File: config.mk
export PLATFORM = sky130hd
export DESIGN_NAME = logic_op_sequencer
export DESIGN_NICKNAME = d
export VERILOG_FILES = /design/src/rtl/logic_op_sequencer.sv
export SDC_FILE = /design/constraint.sdc
export NUM_CORES = 1
export LEC_CHECK = 0
export CORE_MARGIN = 3
export CORE_UTILIZATION = 55
export DETAILED_ROUTE_END_ITERATION = 8
export GPL_ROUTABILITY_DRIVEN = 0
export PLACE_DENSITY = 0.83
export SYNTH_ARGS = -nofsm -noshare
export SYNTH_HDL_FRONTEND = slang
export SYNTH_SLANG_ARGS = --single-unit
File: constraint.sdc
create_clock -name clk -period 4.8 [get_ports clk]
set_input_delay 0.96 -clock clk [delete_from_list [all_inputs] [get_ports clk]]
set_output_delay 0.96 -clock clk [all_outputs]
set_load 0.005 [all_outputs]
File: src/rtl/logic_op_sequencer.sv
// Switch-driven logic-gate sequencer: one operation at a time on LD0-LD3.
// A debounced button or an auto-dwell timer steps NOT -> OR -> XOR -> OR3.
module logic_op_sequencer #(
  parameter int DEBOUNCE_CYCLES = 1_000_000,
  parameter int DWELL_CYCLES    = 100_000_000
) (
  input  logic       clk,
  input  logic       reset,
  input  logic [2:0] sw,
  input  logic       btn,
  input  logic       auto,
  output logic [3:0] led,
  output logic [1:0] op_sel,
  output logic       step
);

  typedef enum logic [1:0] {
    OP_NOT = 2'd0,
    OP_OR  = 2'd1,
    OP_XOR = 2'd2,
    OP_OR3 = 2'd3
  } op_e;

  localparam int DB_W = $clog2(DEBOUNCE_CYCLES);
  localparam int DW_W = $clog2(DWELL_CYCLES);
  localparam logic [DB_W-1:0] DB_LAST = DB_W'(DEBOUNCE_CYCLES - 1);
  localparam logic [DW_W-1:0] DW_LAST = DW_W'(DWELL_CYCLES - 1);

  logic [4:0]      sync1_q, sync1_d;
  logic [4:0]      sync2_q, sync2_d;
  logic            stable_q, stable_d;
  logic            stable_prev_q, stable_prev_d;
  logic [DB_W-1:0] db_cnt_q, db_cnt_d;
  logic [DW_W-1:0] dwell_q, dwell_d;
  logic            step_q, step_d;
  logic [3:0]      led_q, led_d;
  op_e             state_q, state_d;

  logic [2:0] sw_sync;
  logic       btn_sync;
  logic       auto_sync;
  logic       press;
  logic       dwell_done;
  logic       result;

  assign sw_sync   = sync2_q[2:0];
  assign btn_sync  = sync2_q[3];
  assign auto_sync = sync2_q[4];

  // Datapath registers: synchronizers, debounce, dwell timer, step, led
  always_ff @(posedge clk or posedge reset) begin
    if (reset) begin
      sync1_q       <= '0;
      sync2_q       <= '0;
      stable_q      <= 1'b0;
      stable_prev_q <= 1'b0;
      db_cnt_q      <= '0;
      dwell_q       <= '0;
      step_q        <= 1'b0;
      led_q         <= '0;
    end else begin
      sync1_q       <= sync1_d;
      sync2_q       <= sync2_d;
      stable_q      <= stable_d;
      stable_prev_q <= stable_prev_d;
      db_cnt_q      <= db_cnt_d;
      dwell_q       <= dwell_d;
      step_q        <= step_d;
      led_q         <= led_d;
    end
  end

  // Synchronize, debounce the button, time the dwell and merge step sources
  always_comb begin
    sync1_d       = {auto, btn, sw};
    sync2_d       = sync1_q;
    stable_d      = stable_q;
    db_cnt_d      = '0;
    stable_prev_d = stable_q;
    if (btn_sync != stable_q) begin
      if (db_cnt_q == DB_LAST) begin
        stable_d = btn_sync;
      end else begin
        db_cnt_d = db_cnt_q + 1'b1;
      end
    end
    press      = stable_q & ~stable_prev_q;
    dwell_done = auto_sync && (dwell_q == DW_LAST);
    if (!auto_sync || press || dwell_done) begin
      dwell_d = '0;
    end else begin
      dwell_d = dwell_q + 1'b1;
    end
    step_d = press | dwell_done;
  end

  // Selected gate result, shown one-hot on that operation's LED
  always_comb begin
    result = 1'b0;
    unique case (state_q)
      OP_NOT: result = ~sw_sync[0];
      OP_OR:  result = sw_sync[0] | sw_sync[1];
      OP_XOR: result = sw_sync[0] ^ sw_sync[1];
      OP_OR3: result = |sw_sync;
    endcase
    led_d          = '0;
    led_d[state_q] = result;
  end

  // Operation state register
  always_ff @(posedge clk or posedge reset) begin
    if (reset) begin
      state_q <= OP_NOT;
    end else begin
      state_q <= state_d;
    end
  end

  // Next operation on each step, wrapping OR3 back to NOT
  always_comb begin
    state_d = state_q;
    if (step_q) begin
      unique case (state_q)
        OP_NOT: state_d = OP_OR;
        OP_OR:  state_d = OP_XOR;
        OP_XOR: state_d = OP_OR3;
        OP_OR3: state_d = OP_NOT;
      endcase
    end
  end

  // Outputs come straight from registers
  always_comb begin
    op_sel = state_q;
    led    = led_q;
    step   = step_q;
  end

endmodule

# [Word-level counts from Yosys, hierarchy flattened]
# Index checks and enable logic that the tools add are counted.
# W data, S select, Z words.
[op_classes] bitwise_logic=7 n_reduce_logical=8 addsub=2 magnitude_cmp=2 eq_ne=6 muxes=7
[op_table] operator="$mux W20" count=2
[op_table] operator="$add A27 B1 Y27 const B" count=1
[op_table] operator="$eq A27 B27 Y1 const B" count=1
[op_table] operator="$mux W27" count=1
[op_table] operator="$add A20 B1 Y20 const B" count=1
[op_table] operator="$eq A20 B20 Y1 const B" count=1
[op_table] operator="$pmux W2 S4" count=1
[op_table] operator="$and A4 B4 Y4" count=1
[op_table] operator="$eq A2 B2 Y1 const B" count=2
[op_table] operator="$pmux W1 S4" count=1
[op_table] operator="$lt A2 B3 Y1 const B" count=1
[op_table] operator="$reduce_or A3 Y1" count=1
[op_table] operator="$demux W1 S2" count=1
[op_table] operator="$eq A2 B1 Y1 const B" count=1
[op_table] operator="$ge A2 B1 Y1 const B" count=1
[op_table] operator="$logic_and A1 B1 Y1" count=2
[op_table] operator="$logic_not A2 Y1" count=1
[op_table] operator="$logic_or A1 B1 Y1" count=2
[op_table] operator="$not A1 Y1" count=2
[op_table] operator="$or A1 B1 Y1" count=2
[op_table] operator="$reduce_and A2 Y1" count=1
[op_table] operator="$and A1 B1 Y1" count=1
[op_table] operator="$logic_not A1 Y1" count=1
[op_table] operator="$mux W1" count=1
[op_table] operator="other kinds (2)" count=2
[totals] elab_cells=41 output_inout_bits=7 register_bits=66

# [Longest topological paths before layout]
# Gate-level depths: netlist of run 1.
[depth] depth_word=5 mapped_depth=6 ltp_nobuf=6

# [Worst setup path before layout of run 1]
# OpenSTA, ideal clock, no wires.
[synth_timing] path_type="register -> register" from="register dwell_q[0]" to="register dwell_q[22]" path_buffers=1 path_slack_ns=2.716 setup_time_ns=0.073 synth_period_minus_slack_ns=2.084 path_stages_with_launch=7 t_arrival_ns=2.010 required_time_ns=4.727 cell_sequence="dfrtp_1 ha_1 nand3_1 or4_1 buf_2 or4_4 a21oi_2"
[synth_between] elab_chain_cells=4 word_cells_on_any_way=5
[synth_lines] element="start: declaration" line="34" rtl="logic [DW_W-1:0] dwell_q, dwell_d;"
[synth_lines] element="start signal: assignment" line="67" rtl="dwell_q <= dwell_d;"
[synth_lines] element="branches (longest 3 deep; another with $add A27 B1 Y27)"
[synth_lines] element="$mux W27 (*)" line="89" rtl="if (!auto_sync || press || dwell_done) begin"
[synth_lines] element="via dwell_d[22]" line="34"
# Mark *: on every way through the listed nets, which the timed path passes.
# A chain may end at the register's enable or synchronous reset.

# [Worst setup path in the final report of run 1]
[layout_timing] from="register dwell_q[17]" to="register dwell_q[13]"
[layout_between] elab_chain_cells=4
[layout_lines] element="$eq A27 B27 Y1" line="88" rtl="dwell_done = auto_sync && (dwell_q == DW_LAST);"
[layout_lines] element="$logic_and A1 B1 Y1" line="88"
[layout_lines] element="$logic_or A1 B1 Y1" line="89"
[layout_lines] element="$mux W27" line="89"
[layout_lines] element="via dwell_d[13]" line="34"
# The timed path passes the listed nets, and every way through them passes these cells.

==> run metrics, run 1 <==
status finished, final reports clean; share of the synthesized area in the top cell type 52.3%; die width 81.8 um; Initial Utilization 59.2%; CTS Root Cell clkbuf_8; P&R area growth vs syn 12.5%; post-route ant nets 0; Final period util 52.9%; Clock Latency Late Sink 330 ps; Max Transition Viols Final 0; layout cells sized above 1 under 10%; RSZ-0062 raised after global routing false; H-tree Lvls 3; Crit. End Element register; Syn Area/Cell around 10 um^2; met2 GRT Util 29.5%; GRT busiest layer met2; Boundary Pins 14; Rows 26; hold buffers post-CTS 0; Sequential Power Share 51.7%; fin area 3550 um^2; post-synthesis compound-gate area fraction 9.35%; Synthesis Warnings 0; Clock Power Share 45.2%; initial antenna violation count 0; Final Hold Vio Count 0; Required @ worst endpoint 4970 ps; crit path launch type register; Total Wirelength 5770 um; internal power 879 uW; count leader, synth dfrtp_1; Post-CTS Resized 0; Fillers 437; instance count of the mapped netlist 316; number of flops mapped to enable cells by yosys 0; Post-Synth Simple-Gate Area 24.4%; clk_skew 6.70 ps; leakage roughly 0.0014 uW; max cap viols 0; largest family of logic cells by synthesized area simple AND/OR/NAND/NOR gates; final setup TNS 0 ps; Yosys reg bits 66; vias in the first global route approximately 2300; slew at the pin with the worst max-slew slack 943 ps; CTS Buffer Depth 2; total power 1110 uW; CTS sink cnt 66; Core ar. 5340 um^2; DRC Markers 0; Vias 2354; TritonRoute pass-1 iters 4; Adder-Cell Fraction of Synth Area under 10%; Worst Path Arrival 2710 ps; CTS tree built; initial DRC count 175; synthesized cell area roughly 3200 um^2; met3 GRT Util under 10%; pwr/cell area 311 nW/um^2; Yosys cell types 43; share of the yosys chip area belonging to registers 52.3%; setup bufs post-CTS 0; fin crit period around 2500 ps; Synth Net Count 331; setup violators final 0; Synth async-reset ratio between 90% and 100%; Post-Place Cell Area between 3000 and 4000 um^2; max frequency 0.394 GHz; largest net degree at the start of global routing 48; worst min-delay path class register to register; clock slew at reported path FFs 60 ps; CP Max Fanout 25; switch share 20.5%; maximum VDD drop 0.000169 V; wire length of the first global-routing pass 10200 um; Total Die Area 6690 um^2; Psw 227 uW; DR WL/cell between 10 and 15 um; critical setup path kind register to register; Total GRT Usage 20.1%; detailed placement HPWL 3820 um; # diodes 0; Die Y 81.8 um; nets 347; grt ovf 0; synth cell count leaders 66 x dfrtp_1, 38 x nor2_1, 19 x inv_1, 19 x nand2_1, 18 x a21oi_1; Area contributors post-synth dfrtp_1 52%, nor2_1 4.5%, xnor2_1 4.2%; I/O Buffers 13; Max-slew headroom a little under two fifths; fraction of synthesized cell area in xor and xnor cells roughly 6.7%; predominant post-synthesis flop cell dfrtp_1; multiplexer share of the synthesized area less than 1%; vias per std cell 5.80; Global Route met1 Usage 27.9%; CTS Buf Count 9; Synth area leader dfrtp_1; combinational fraction of design power 3.1%
==> routing by layer <==
metal | wire [um] | part of all wire (%)
met5 | 0 | 0
met4 | 94 | 1.6
met3 | 232 | 4.0
met2 | 2710 | 47
met1 | 2740 | 47
==> sequential cells by signal, indices dropped and copies added, names as in the netlist <==
signal         flops
dwell_q           27
db_cnt_q          20
sync1_q            5
sync2_q            5
led                4
op_sel             2
stable_prev_d      1
stable_prev_q      1
step               1
==> through the flow <==
stage	worst slack, ps	instances	utilization, %	hold slack, ps
after global placement	2380	391	62.5	333
after floorplan	2190	316	-	331
final	2260	406	66.6	350
after CTS	2270	406	66.6	352
after detailed placement	2290	391	62.5	337
after global routing	2050	406	66.6	355
==> area by class of cell <==
class / instances / area [um^2] / share of cell area (%)
clock inverter: 5 / 78.8 / 2.22
multi-input combinational: 222 / 1390 / 39.1
timing repair buffer: 14 / 138 / 3.87
tap: 70 / 87.6 / 2.47
clock buffer: 10 / 138 / 3.87
sequential: 66 / 1650 / 46.5
inverter: 19 / 71.3 / 2.01
==> critical path, stage by stage (launching register included) <==
cell     delay (ps)
dfrtp_1         450
or4b_2          710
nor4_1          380
a21o_1          720
nor2_1          130
==> cell usage in the layout, fill, tap and decap left out, types with 9 or more instances in the layout <==
master / n
dfrtp_1: 66
nor2_1: 38
nand2_1: 19
inv_1: 18
a21oi_1: 18
nand3_1: 17
o21ai_0: 15
xnor2_1: 15
nand4_1: 13
clkdlybuf4s50_1: 13
or3_1: 12
nor3_1: 10
clkbuf_8: 10
xor2_1: 9
==> final timing paths <==
kind                              from           to  slack, ps  depth (start not counted)
hold / removal              sync1_q[4]   sync2_q[4]        350                          0
min in group asynchronous        reset   sync1_q[1]       1170                          2
hold reg to reg             sync1_q[4]   sync2_q[4]        350                          0
setup reg to reg           dwell_q[17]  dwell_q[13]       2260                          4
max in group asynchronous        reset  dwell_q[17]       2830                          3
setup / recovery           dwell_q[17]  dwell_q[13]       2260                          4
==> cells by family (layout without fill, tap and decap cells) <==
kind of cell,count (synthesis),count (layout)
buffers and inverters,28,48
and+or+nand+nor,141,141
AOI/OAI and AO/OA,48,48
xor gates and xnor gates,24,24
DFF,66,66
muxes,1,1
adders and majority gates,8,8
==> power by group through the flow <==
| stage | clock [uW] | combinational (uW) | sequential [uW] |
|---|---|---|---|
| after floorplan | 0 | 24.9 | 580 |
| after global placement | 0 | 34.3 | 582 |
| after detailed placement | 0 | 35.1 | 582 |
| after CTS | 513 | 35.3 | 571 |
| after global routing | 540 | 40.2 | 572 |
| final | 500 | 34.2 | 572 |
No activity file was read; power rests on OpenSTA's default activity.
==> inputs of run 2 (changes only) <==
- clock period: 4.8 -> 2.6 ns (I/O delays scaled with it)
==> run 2 against run 1 <==
Die area is the same. Combinational power grew 100%. Register-to-register slack lost 1900 ps. Final cell count grew 1.2%. Global-route usage grew 0.14 points. Sequential power grew 84%. Core utilization grew 0.54 points. Total power grew 80%. Non-clock buffer count grew 4. Largest cell class unchanged. Largest power group unchanged.
==> run metrics, run 2 (synthesis results as in run 1) <==
clock slew at reported path FFs 80 ps; wire length of the first global-routing pass 10300 um; Required @ worst endpoint ~2800 ps; nets approximately 350; total power 1990 uW; fin crit period 2290 ps; detailed placement HPWL 4010 um; layout cells sized above 1 10.3%; P&R area growth vs syn 13.4%; CP Buf/Inv Count 1; # diodes 0; setup violators final 0; slew at the pin with the worst max-slew slack 442 ps; Max Transition Viols Final 0; I/O Buffers 13; Max-slew headroom 70.2%; status finished, final reports clean; leakage 0.00144 uW; Crit. End Element register; Hold Slack approximately 350 ps; critical path's largest stage delay about 700 ps; TritonRoute pass-1 iters 5; Rows 26; CTS sink cnt 66; vias per std cell approximately 6; grt ovf 0; crit path launch type register; worst min-delay path class register to register; hold buffers post-CTS 0; commonest non-fill, non-tap cell in the layout dfrtp_1; Die Y between 80 and 90 um; initial antenna violation count 0; critical path, cell by cell or4b_2, nor4_1, a21o_1, buf_4, a21oi_1; CTS Root Cell clkbuf_8; max frequency approximately 0.44 GHz; CP Max Fanout 10; Core ar. 5340 um^2; DR WL/cell between 10 and 15 um; Clock Latency Late Sink 340 ps; Hold Crit Depth 0; Total Die Area between 6000 and 7000 um^2; CTS Buffer Depth 2; critical setup path kind register to register; RSZ-0062 raised after global routing false; Total Wirelength 5880 um; initial DRC count approximately 210; Final Hold Vio Count 0; max reg flops 27; vias in the first global route 2349; Reg2Reg Depth 5; post-route ant nets 0; Initial Utilization between 50% and 60%; largest net degree at the start of global routing 67; Fillers 403; final setup TNS 0 ps; Final period util about 88%; Largest Register dwell_q; max cap viols 0; stages on the worst setup path 5; Total GRT Usage between 20% and 30%; Boundary Pins 14; slowest stage cell on the critical path or4b_2; CTS Buf Count 9; setup bufs post-CTS 0; DRC Markers 0; Vias 2405; H-tree Lvls 3; CTS tree built; Worst Path Arrival 2510 ps; Post-CTS Resized 0; clk_skew 10.2 ps; pwr/cell area 557 nW/um^2; maximum VDD drop between 0.0004 and 0.0005 V; most frequent cells in the layout 66 x dfrtp_1, 38 x nor2_1, 19 x nand2_1; Largest regs dwell_q (27), db_cnt_q (20); die width 81.8 um; Top delay family on crit path simple AND/OR/NAND/NOR gates
[run 2: cell count changes in the layout (fill, tap and decap cells not counted), sizes merged]
cell,before,now
clkinvlp,0,1
inv,19,20
bufinv,2,1
buf,1,5
[run 2: metrics by stage]
stage / setup slack (ps) / area (um^2) / std cells / utilization, %
finish: 313 / 3580 / 411 / 67.1
global route: 203 / 3580 / 411 / 67.1
CTS: 317 / 3580 / 411 / 67.1
detailed placement: 314 / 3380 / 395 / 63.3
global placement: 408 / 3380 / 395 / 63.3
floorplan: 425 / 3160 / 316 / -
[run 2: area by class of cell]
type | count | area (um^2) | area share [%]
Sequential cell | 66 | 1650 | 46.1
Timing Repair Buffer | 18 | 180 | 5.03
Inverter | 19 | 71.3 | 1.99
Tap cell | 70 | 87.6 | 2.45
Clock inverter | 6 | 65.1 | 1.82
Multi-Input combinational cell | 222 | 1390 | 38.7
Clock buffer | 10 | 138 | 3.84
[run 2: power breakdown]
group | internal [uW] | switching, uW | total [uW]
Sequential | 1040 | 12.5 | 1050
Combinational | 26.2 | 42.9 | 69.1
Clock | 470 | 401 | 871
Total | 1540 | 456 | 1990
[run 2: path summary, 6_finish.rpt]
kind                              from          end  slack (ps)
setup reg to reg           dwell_q[17]  dwell_q[17]         310
max in group asynchronous        reset   dwell_q[7]        1750
hold reg to reg             sync1_q[3]   sync2_q[3]         350
setup / recovery           dwell_q[17]  dwell_q[17]         310
hold / removal              sync1_q[3]   sync2_q[3]         350
min in group asynchronous        reset   sync2_q[2]         570
[run 2: per-layer routing]
layer  vias to the layer above  wire, um  GRT usage, %
met4                         0        87          11.0
met5                         -         0             0
met1                      1160      2630          26.9
li1                       1166         -             -
met2                        69      2890          31.0
met3                        10       275          3.95
